==> src/rtl/stereo_frame_sequencer_pkg.sv <==
// ---------------------------------------------------------------------------
// stereo_frame_sequencer_pkg
// Shared definitions for the stereo frame sequencer and any debug logic that
// decodes its state_out port.
//   - STATE_*_ENC : 3-bit encodings driven on state_out
//   - seq_state_e : FSM state type built from those encodings
//   - is_watched(): true for states that the optional watchdog times
// ---------------------------------------------------------------------------
package stereo_frame_sequencer_pkg;

  localparam logic [2:0] STATE_IDLE_ENC    = 3'd0;
  localparam logic [2:0] STATE_CAPTURE_ENC = 3'd1;
  localparam logic [2:0] STATE_START_ENC   = 3'd2;
  localparam logic [2:0] STATE_PROCESS_ENC = 3'd3;
  localparam logic [2:0] STATE_DONE_ENC    = 3'd4;
  localparam logic [2:0] STATE_READOUT_ENC = 3'd5;

  localparam int FRAME_COUNT_W = 16;

  typedef enum logic [2:0] {
    ST_IDLE    = STATE_IDLE_ENC,
    ST_CAPTURE = STATE_CAPTURE_ENC,
    ST_START   = STATE_START_ENC,
    ST_PROCESS = STATE_PROCESS_ENC,
    ST_DONE    = STATE_DONE_ENC,
    ST_READOUT = STATE_READOUT_ENC
  } seq_state_e;

  function automatic logic is_watched(input seq_state_e s);
    return (s == ST_CAPTURE) || (s == ST_PROCESS);
  endfunction

endpackage

==> src/rtl/stereo_frame_sequencer_cam_frame_tracker.sv <==
// ---------------------------------------------------------------------------
// cam_frame_tracker
// Tracks one camera's progress through a frame buffer fill. The started flag
// sets on a write to address 0; the finished flag sets on a write to the last
// address (or beyond) once started is already set, so a camera that joins
// mid-frame must wrap through address 0 before its frame counts.
// Ports:
//   clk_i, rst_n_i : clock, asynchronous active-low reset
//   active_i       : writes are only observed while high (parent collecting)
//   clear_i        : synchronous clear of both flags (wins over setting)
//   wea_i, addr_i  : camera write strobe and address
//   done_o         : finished flag OR finishing on this very cycle; lets the
//                    parent leave CAPTURE on the edge that registers the
//                    last write, independent of clear_i (no comb loop)
// ---------------------------------------------------------------------------
module cam_frame_tracker #(
  parameter int FRAME_WORDS = 12800,
  parameter int ADDR_W      = 17
) (
  input  logic              clk_i,
  input  logic              rst_n_i,
  input  logic              active_i,
  input  logic              clear_i,
  input  logic              wea_i,
  input  logic [ADDR_W-1:0] addr_i,
  output logic              done_o
);

  localparam logic [ADDR_W-1:0] LAST_ADDR = ADDR_W'(FRAME_WORDS - 1);

  logic started_q, started_d;
  logic finished_q, finished_d;
  logic strobe;
  logic start_hit;
  logic finish_hit;

  assign strobe     = active_i & wea_i;
  assign start_hit  = strobe && (addr_i == '0);
  assign finish_hit = strobe && started_q && (addr_i >= LAST_ADDR);
  assign done_o     = finished_q | finish_hit;

  always_comb begin
    started_d  = started_q;
    finished_d = finished_q;
    if (clear_i) begin
      started_d  = 1'b0;
      finished_d = 1'b0;
    end else begin
      if (start_hit)  started_d  = 1'b1;
      if (finish_hit) finished_d = 1'b1;
    end
  end

  always_ff @(posedge clk_i or negedge rst_n_i) begin
    if (!rst_n_i) begin
      started_q  <= 1'b0;
      finished_q <= 1'b0;
    end else begin
      started_q  <= started_d;
      finished_q <= finished_d;
    end
  end

endmodule

==> src/rtl/stereo_frame_sequencer.sv <==
// ---------------------------------------------------------------------------
// stereo_frame_sequencer
// Top-level sequencer for a stereo camera pipeline: gates camera BRAM writes
// while capturing, starts the stereo matcher once both frames are complete,
// counts finished frames and hands the results BRAM to a UART readout.
//
// Optional feature: define SEQ_TIMEOUT_EN to add a watchdog that aborts a
// CAPTURE or PROCESS visit lasting TIMEOUT_CYCLES cycles (error_out pulses).
// Without it, error_out is tied low and those states wait indefinitely.
//
// Ports:
//   clk_in, rst_n_in             : clock, asynchronous active-low reset
//   pacing_in                    : run enable (keep capturing frames)
//   left/right_addr_in, _wea_in  : camera write address / strobe
//   match_done_in                : matcher done pulse (used in PROCESS only)
//   readout_req_in               : level request for results readout
//   left/right_we_out            : camera strobes gated by collecting_out
//   collecting_out               : high in CAPTURE
//   new_frame_out                : one-cycle matcher start (START state)
//   readout_en_out               : high in READOUT
//   frame_count_out              : completed frames, wraps at 16 bits
//   state_out                    : current state encoding
//   error_out                    : one-cycle watchdog expiry pulse
// ---------------------------------------------------------------------------
module stereo_frame_sequencer
  import stereo_frame_sequencer_pkg::*;
#(
  parameter int FRAME_WORDS    = 12800,
  parameter int ADDR_W         = 17,
  parameter int TIMEOUT_CYCLES = 2000000
) (
  input  logic                     clk_in,
  input  logic                     rst_n_in,
  input  logic                     pacing_in,
  input  logic [ADDR_W-1:0]        left_addr_in,
  input  logic [ADDR_W-1:0]        right_addr_in,
  input  logic                     left_wea_in,
  input  logic                     right_wea_in,
  input  logic                     match_done_in,
  input  logic                     readout_req_in,
  output logic                     left_we_out,
  output logic                     right_we_out,
  output logic                     collecting_out,
  output logic                     new_frame_out,
  output logic                     readout_en_out,
  output logic [FRAME_COUNT_W-1:0] frame_count_out,
  output logic [2:0]               state_out,
  output logic                     error_out
);

  seq_state_e                state_q, state_d;
  logic                      collecting_q;
  logic                      new_frame_q;
  logic                      readout_en_q;
  logic [FRAME_COUNT_W-1:0]  frame_count_q, frame_count_d;
  logic                      left_done, right_done;
  logic                      clear_flags;
  logic                      timeout_hit;

  // Flags only ever set in CAPTURE, so clearing on any exit covers abort,
  // timeout and the START hand-off in one place.
  assign clear_flags = (state_d != ST_CAPTURE);

  cam_frame_tracker #(
    .FRAME_WORDS (FRAME_WORDS),
    .ADDR_W      (ADDR_W)
  ) u_left_tracker (
    .clk_i    (clk_in),
    .rst_n_i  (rst_n_in),
    .active_i (collecting_q),
    .clear_i  (clear_flags),
    .wea_i    (left_wea_in),
    .addr_i   (left_addr_in),
    .done_o   (left_done)
  );

  cam_frame_tracker #(
    .FRAME_WORDS (FRAME_WORDS),
    .ADDR_W      (ADDR_W)
  ) u_right_tracker (
    .clk_i    (clk_in),
    .rst_n_i  (rst_n_in),
    .active_i (collecting_q),
    .clear_i  (clear_flags),
    .wea_i    (right_wea_in),
    .addr_i   (right_addr_in),
    .done_o   (right_done)
  );

`ifdef SEQ_TIMEOUT_EN
  localparam int                WD_W    = $clog2(TIMEOUT_CYCLES + 1);
  localparam logic [WD_W-1:0]   WD_LAST = WD_W'(TIMEOUT_CYCLES - 1);

  logic [WD_W-1:0] wd_q, wd_d;
  logic            error_q;

  assign timeout_hit = is_watched(state_q) && (wd_q == WD_LAST);

  // Counter restarts on every entry to a watched state (including the
  // START -> PROCESS and READOUT -> CAPTURE hand-offs).
  always_comb begin
    wd_d = '0;
    if (is_watched(state_d) && (state_d == state_q)) begin
      wd_d = wd_q + WD_W'(1);
    end
  end

  always_ff @(posedge clk_in or negedge rst_n_in) begin
    if (!rst_n_in) begin
      wd_q    <= '0;
      error_q <= 1'b0;
    end else begin
      wd_q    <= wd_d;
      error_q <= timeout_hit;
    end
  end

  assign error_out = error_q;
`else
  assign timeout_hit = 1'b0;
  assign error_out   = 1'b0;
`endif

  always_comb begin
    state_d = state_q;
    unique case (state_q)
      ST_IDLE: begin
        if (pacing_in)           state_d = ST_CAPTURE;
        else if (readout_req_in) state_d = ST_READOUT;
      end
      ST_CAPTURE: begin
        if (!pacing_in)                   state_d = ST_IDLE;
        else if (timeout_hit)             state_d = ST_IDLE;
        else if (left_done && right_done) state_d = ST_START;
      end
      ST_START: begin
        state_d = ST_PROCESS;
      end
      ST_PROCESS: begin
        if (timeout_hit)        state_d = ST_IDLE;
        else if (match_done_in) state_d = ST_DONE;
      end
      ST_DONE: begin
        if (readout_req_in) state_d = ST_READOUT;
        else if (pacing_in) state_d = ST_CAPTURE;
        else                state_d = ST_IDLE;
      end
      ST_READOUT: begin
        if (!readout_req_in) state_d = pacing_in ? ST_CAPTURE : ST_IDLE;
      end
      default: begin
        state_d = ST_IDLE;
      end
    endcase
  end

  // Count on the PROCESS -> DONE edge so the new value is visible in DONE.
  always_comb begin
    frame_count_d = frame_count_q;
    if ((state_q == ST_PROCESS) && (state_d == ST_DONE)) begin
      frame_count_d = frame_count_q + FRAME_COUNT_W'(1);
    end
  end

  // Status outputs are decoded from the next state so they line up with
  // state_out while still coming straight from flops.
  always_ff @(posedge clk_in or negedge rst_n_in) begin
    if (!rst_n_in) begin
      state_q       <= ST_IDLE;
      collecting_q  <= 1'b0;
      new_frame_q   <= 1'b0;
      readout_en_q  <= 1'b0;
      frame_count_q <= '0;
    end else begin
      state_q       <= state_d;
      collecting_q  <= (state_d == ST_CAPTURE);
      new_frame_q   <= (state_d == ST_START);
      readout_en_q  <= (state_d == ST_READOUT);
      frame_count_q <= frame_count_d;
    end
  end

  assign left_we_out     = left_wea_in  & collecting_q;
  assign right_we_out    = right_wea_in & collecting_q;
  assign collecting_out  = collecting_q;
  assign new_frame_out   = new_frame_q;
  assign readout_en_out  = readout_en_q;
  assign frame_count_out = frame_count_q;
  assign state_out       = state_q;

endmodule

==> config.mk <==
export PLATFORM = sky130hd
export DESIGN_NAME = stereo_frame_sequencer
export DESIGN_NICKNAME = d
export VERILOG_FILES = /design/src/rtl/stereo_frame_sequencer_pkg.sv /design/src/rtl/stereo_frame_sequencer_cam_frame_tracker.sv /design/src/rtl/stereo_frame_sequencer.sv
export SDC_FILE = /design/constraint.sdc
export NUM_CORES = 1
export LEC_CHECK = 0
export CAP_MARGIN = 0
export CORE_MARGIN = 2
export CORE_UTILIZATION = 41
export DETAILED_ROUTE_END_ITERATION = 7
export PLACE_DENSITY = 0.77
export SLEW_MARGIN = 30
export SYNTH_ARGS = -nofsm -noshare
export SYNTH_HDL_FRONTEND = slang
export SYNTH_SLANG_ARGS = --single-unit
==> constraint.sdc <==
create_clock -name clk_in -period 1.96 [get_ports clk_in]
set_clock_uncertainty 0.1 [all_clocks]
set_input_delay 0.392 -clock clk_in [delete_from_list [all_inputs] [get_ports clk_in]]
set_output_delay 0.392 -clock clk_in [all_outputs]
set_load 0.02 [all_outputs]
# After elaboration in Yosys (flattened, before gate mapping)
# Cells that the tools add are included.
[classes] add_sub_neg=1 n_lt_le_gt_ge=2 n_eq_ne=10 mux=17 bitwise=4 reduce_logical=15
[op_table] op="17-bit by 14-bit greater-or-equal comparator with 1-bit output (second input constant)" n=2
[op_table] op="17-bit logical NOT" n=2
[op_table] op="3-bit two-way mux" n=7
[op_table] op="3-bit case mux with 6 select lines" n=1
[op_table] op="16-bit by 1-bit adder with 16-bit output (second input constant)" n=1
[op_table] op="3-bit == test (second input constant)" n=4
[op_table] op="3-bit by 2-bit == test with 1-bit output (second input constant)" n=3
[op_table] op="1-bit two-way mux" n=9
[op_table] op="1-bit logical AND" n=8
[op_table] op="2-bit nonzero test" n=4
[op_table] op="3-bit by 1-bit == test with 1-bit output (second input constant)" n=2
[op_table] op="3-bit logical NOT" n=1
[op_table] op="3-bit by 1-bit != test with 1-bit output (second input constant)" n=1
[op_table] op="1-bit bitwise AND" n=2
[op_table] op="1-bit bitwise OR" n=2
[word_totals] ff_bits=26 input_bits=41 wordCells=58

# Depth between registers and ports, before layout
[depth] depth_word=10 mapped_depth=6

# By module
# From an unflattened synthesis, not the netlist that was laid out.
[unflattened] cells_unflattened=127 hier_area_um2=1347.5
[modules_own_cells] mod="stereo_frame_sequencer" instances=1 cells_per_inst=87 area_each_um2=997.2 seq_area_each_um2=550.5
[modules_own_cells] mod="cam_frame_tracker" instances=2 cells_per_inst=20 area_each_um2=175.2 seq_area_each_um2=50.0

# Least setup slack after synthesis
# No wires, ideal clock.
[synth_path] path_type="flip-flop to flip-flop" start="reg collecting_q (netlist: collecting_out)" end="reg u_right_tracker.started_q" setup_ns=0.135 arrival_ns=1.497 slack_ns=0.228 path_stages_with_launch=6 n_path_buf=0 cell_sequence="dfrtp_1 > and2_1 > a31o_1 > o31ai_4 > nor4_4 > nor3b_2"
[synth_via] elab_chain_cells=10 word_cells_on_any_way=16 classes_between="eq/ne (1); mux (4); bitwise (4); reduce/logical (7)"
[synth_lines] item="from (decl)" line_no="stereo_frame_sequencer.sv:52" source="logic collecting_q;"
[synth_lines] item="from (signal assigned)" line_no="stereo_frame_sequencer.sv:176" source="collecting_q <= (state_d == ST_CAPTURE);"
[synth_lines] item="1-bit bitwise AND (*)"
[synth_lines] item="named net right_we_out" line_no="stereo_frame_sequencer.sv:42" source="output logic right_we_out,"
[synth_lines] item="1-bit logical AND (2 in series)" line_no="stereo_frame_sequencer_cam_frame_tracker.sv:39" source="assign finish_hit = strobe && started_q && (addr_i >= LAST_ADDR);"
[synth_lines] item="1-bit bitwise OR" line_no="stereo_frame_sequencer_cam_frame_tracker.sv:40" source="assign done_o = finished_q | finish_hit;"
[synth_lines] item="1-bit logical AND" line_no="stereo_frame_sequencer.sv:134" source="else if (left_done && right_done) state_d = ST_START;"
[synth_lines] item="3-bit two-way mux" line_no="stereo_frame_sequencer.sv:134"
[synth_lines] item="3-bit two-way mux" line_no="stereo_frame_sequencer.sv:132" source="if (!pacing_in) state_d = ST_IDLE;"
[synth_lines] item="3-bit case mux with 6 select lines" line_no="stereo_frame_sequencer.sv:126" source="unique case (state_q)"
[synth_lines] item="3-bit by 1-bit != test with 1-bit output" line_no="stereo_frame_sequencer.sv:62" source="assign clear_flags = (state_d != ST_CAPTURE);"
[synth_lines] item="1-bit two-way mux or 2-bit nonzero test (tied branches)"
[synth_lines] item="to (signal assigned)" line_no="stereo_frame_sequencer_cam_frame_tracker.sv:59" source="started_q <= started_d;"
[synth_lines] item="to (decl)" line_no="stereo_frame_sequencer_cam_frame_tracker.sv:31" source="logic started_q, started_d;"
# The timed path passes the listed nets; every way through them passes the cells marked *.
# A chain may end at the register's enable or synchronous reset.

# Worst setup path after layout
[layout_path] start="reg frame_count_q[8] (netlist: frame_count_out[8])" end="out frame_count_out[8]"
[layout_rtl] item="from (decl)" line_no="stereo_frame_sequencer.sv:55" source="logic [FRAME_COUNT_W-1:0] frame_count_q, frame_count_d;"
[layout_rtl] item="from (signal assigned)" line_no="stereo_frame_sequencer.sv:179" source="frame_count_q <= frame_count_d;"
[layout_rtl] item="to (decl)" line_no="stereo_frame_sequencer.sv:46" source="output logic [FRAME_COUNT_W-1:0] frame_count_out,"
# No word-level cell between the ends.

==> results <==
[metrics by stage]
step / util / TNS, ps / setup WS, ps
2_1_floorplan: - / 0 / 228
3_3_place_gp: 0.653 / -1320 / -155
3_5_place_dp: 0.653 / -1560 / -193
4_1_cts: 0.660 / 0 / 18.7
5_1_grt: 0.663 / 0 / 6.16
6_report: 0.663 / 0 / 78.2
[kinds of logic after synthesis]
family	Yosys count
buf+inv	4
flops	26
xor+xnor	15
fa+ha+maj	1
compound gates	14
other cells	1
simple gates	76
[cell usage in the layout (no fill, tap or decap), drive strengths merged]
cell type      Yosys  routed
nor4               5       5
nand4              5       5
and2               5       5
o31ai              2       2
a2111o             1       1
a21oi              3       3
nand2             18      18
o21ai              3       3
nor3              11      11
buf                2       9
and4b              2       2
ha                 1       1
a31oi              1       1
clkdlybuf4s50      0      59
nand3             10      10
dfrtp             26      26
a211oi             1       1
nor3b              2       2
and3               5       5
nor2               6       6
nand4b             1       1
clkbuf             0       3
nand2b             1       1
dlymetal6s2s       0       3
or2                1       1
nor2b              2       2
a31o               2       2
xor2               3       3
or4                2       2
dlygate4sd2        0       2
xnor2             12      12
inv                2       2
o21bai             1       1
conb               1       1
[final timing paths]
| kind | end | from | depth (start not counted) | slack, ps |
|---|---|---|---|---|
| worst max-delay path | frame_count_out[8] | frame_count_out[8]$_DFFE_PN0P_ | 1 | 80 |
| worst min-delay path | frame_count_out[0]$_DFFE_PN0P_ | rst_n_in | 2 | 320 |
| worst max register to register | frame_count_out[15]$_DFFE_PN0P_ | state_out[2]$_DFF_PN0_ | 5 | 310 |
| worst min register to register | frame_count_out[15]$_DFFE_PN0P_ | frame_count_out[15]$_DFFE_PN0P_ | 1 | 380 |
| max in group asynchronous | state_out[1]$_DFF_PN0_ | rst_n_in | 2 | 1170 |
| min in group clk_in | frame_count_out[15]$_DFFE_PN0P_ | frame_count_out[15]$_DFFE_PN0P_ | 1 | 380 |
[flip-flops by register name, summed over array words and instances, names as in the netlist]
| signal | count |
|---|---|
| new_frame_out | 1 |
| collecting_out | 1 |
| readout_en_out | 1 |
| frame_count_out | 16 |
| state_out | 3 |
| u_left_tracker.started_q | 1 |
| u_right_tracker.finished_q | 1 |
| u_left_tracker.finished_q | 1 |
| u_right_tracker.started_q | 1 |
[worst register-to-register path, cell delays in order (launching register included)]
cell                      delay [ps]
sky130_fd_sc_hd__dfrtp_2         470
sky130_fd_sc_hd__and4b_1         320
sky130_fd_sc_hd__and3_4          240
sky130_fd_sc_hd__and3_4          190
sky130_fd_sc_hd__nand4_1         110
sky130_fd_sc_hd__xnor2_1         130
[cell type report]
cell class / count / area (µm²)
fillers: 289 / 1120
flip-flops and latches: 26 / 654
well taps: 46 / 57.6
clock buffers: 3 / 22.5
multi-input cells: 107 / 738
repair buffers: 73 / 713
inverters: 2 / 7.51
[power breakdown]
| part | internal [µW] | switching, µW |
|---|---|---|
| registers | 556 | 27.6 |
| logic | 144 | 115 |
| clock network | 71.9 | 145 |
[per-layer routing]
metal	wire (µm)	GRT usage	up-vias
met2	1750	0.339	59
met1	1420	0.233	655
met4	37	0.0472	0
met5	0	0	-
met3	338	0.0613	4
li1	-	-	640
[what timing repair did]
item | 4_1_cts | 5_1_grt
resized for setup | 4 | 4
setup buffers | 0 | 0
hold buffers | 0 | 0
pin swaps | 0 | 0
setup endpoints to repair | 4 | 4
==> metrics.log <==
INFO  metric layout-drive-gt1-share = 0.137
INFO  metric power.total = 1060 µW
INFO  metric number_of_detailed_routing_iterations_run_before_antenna_repair = 4
INFO  metric synth_top_flop_cell = sky130_fd_sc_hd__dfrtp_1
INFO  metric synth_top_area_share = 0.461
INFO  metric timing_worst_setup_path_type = reg2out
INFO  metric drt.antenna.violating_nets = 0
INFO  metric final.period_utilization = 0.960
INFO  metric hold_viol = 0
INFO  metric place_hpwl = 2850 µm
INFO  metric io_pins = 66
INFO  metric worst_path_dominant_cell_family = buffers and inverters
INFO  metric die-width = 62.7 µm
INFO  metric synth_xor_xnor_area_share = 0.0931
INFO  metric path_max_fanout = 5
INFO  metric worst_setup_path_end_kind = output port
INFO  metric grt_pass1_vias = 1411
INFO  metric gpl.final_weighted_congestion = 0.800
INFO  metric synth_area_leaders = sky130_fd_sc_hd__dfrtp_1 46%, sky130_fd_sc_hd__xnor2_1 7.4%, sky130_fd_sc_hd__nand2_1 4.5%
INFO  metric min_period = 1880 ps
INFO  metric status = finished clean
INFO  metric worstHoldPathType = in2async
INFO  metric grt_antenna_before_repair = 0
INFO  metric postSynth.asyncResetShare = 1.00
INFO  metric main_combinational_cell_family_by_area_after_synthesis = simple AND/OR/NAND/NOR gates
INFO  metric clk_root_buffer_cell = sky130_fd_sc_hd__clkbuf_4
INFO  metric power_leakage = 0.000941 µW
INFO  metric numClockSinks = 26
INFO  metric syn_inst = 137
INFO  metric initial_util = 0.426
INFO  metric final-setup-viol-count = 0
INFO  metric grt_first_pass_wirelength = 6250 µm
INFO  metric worst_ep_required_time = 1470 ps
INFO  metric worst_setup_path_start_kind = flip-flop
INFO  metric mean_area_per_synthesized_cell = 10.3 µm²
INFO  metric slowest_library_cell_on_the_worst_path = sky130_fd_sc_hd__clkdlybuf4s50_1
INFO  metric core_box_area = 0.00331 mm²
INFO  metric cts_inserted_buffers = 3
INFO  metric placed_cells = 254
INFO  metric drv_slew = 0
INFO  metric die_y = 62.7 µm
INFO  metric post-route-drc-count = 0
INFO  metric vdd_ir_drop_max = 0.426 mV
INFO  metric synth.yosys.warnings = 0
INFO  metric drt_first_iter_violations = 33
INFO  metric final_design_area_no_fill = 0.00219 mm²
INFO  metric synth.net_count = 179
INFO  metric netlist_area = 0.00141 mm²
INFO  metric avgRoutedWirePerCell = 13.8 µm
INFO  metric cp_data_arrival_time = 1390 ps
INFO  metric via_count = 1358
INFO  metric clk_transition_reported_paths = 130 ps
INFO  metric synth-edff-count = 0
INFO  metric place.port_buffers = 64
INFO  metric yosys.area_share.simple = 0.328
INFO  metric cellPowerDensity = 483 mW/mm²
INFO  metric diodes = 0
INFO  metric synth_largest_area_cell = sky130_fd_sc_hd__dfrtp_1
INFO  metric path_buf_inv = 1
INFO  metric tritoncts = done
INFO  metric clock_latency = 310 ps
INFO  metric area_fraction_in_compound_gates_after_synthesis = 0.0904
INFO  metric timing.max_cap.violations = 0
INFO  metric post_synth_fa_ha_maj_area_fraction = 0.00887
INFO  metric cts-htree-levels = 1
INFO  metric post_synth_num_cell_types = 41
INFO  metric seq_area_frac_synth = 0.461
INFO  metric yosysMostFrequentCell = sky130_fd_sc_hd__dfrtp_1
INFO  metric crit_path_cell_trace = clkdlybuf4s50_1
INFO  metric num-nets-final = 255
INFO  metric globalRoute.totalOverflow = 0
INFO  metric max_freq = 531 MHz
INFO  metric rsz0062_at_grt = false
INFO  metric fp.dieArea = 0.00393 mm²
INFO  metric area_delta_synth_final = 55.4%
INFO  metric largest_net_degree_at_the_start_of_global_routing = 27
INFO  metric gr-usage-all-layers = 0.194
INFO  metric crit_path_max_incr_delay = 630 ps
INFO  metric wirelength = 3550 µm
INFO  metric worst_hold_slack = 324 ps
INFO  metric yosys-mux-area-fraction = 0
INFO  metric stdcell_count = 257
INFO  metric cts.path.max_buffers = 2
INFO  metric synth_commonest_cells = 26 x sky130_fd_sc_hd__dfrtp_1, 17 x sky130_fd_sc_hd__nand2_1, 12 x sky130_fd_sc_hd__xnor2_1, 9 x sky130_fd_sc_hd__nand3_1, 8 x sky130_fd_sc_hd__nor3_1
INFO  metric drt-vias-per-instance = 5.28
INFO  metric placementRows = 21
INFO  metric place_area = 0.00216 mm²
INFO  metric ys_seq_elements = 26
Note: power is estimated with default switching activity, not from simulation.
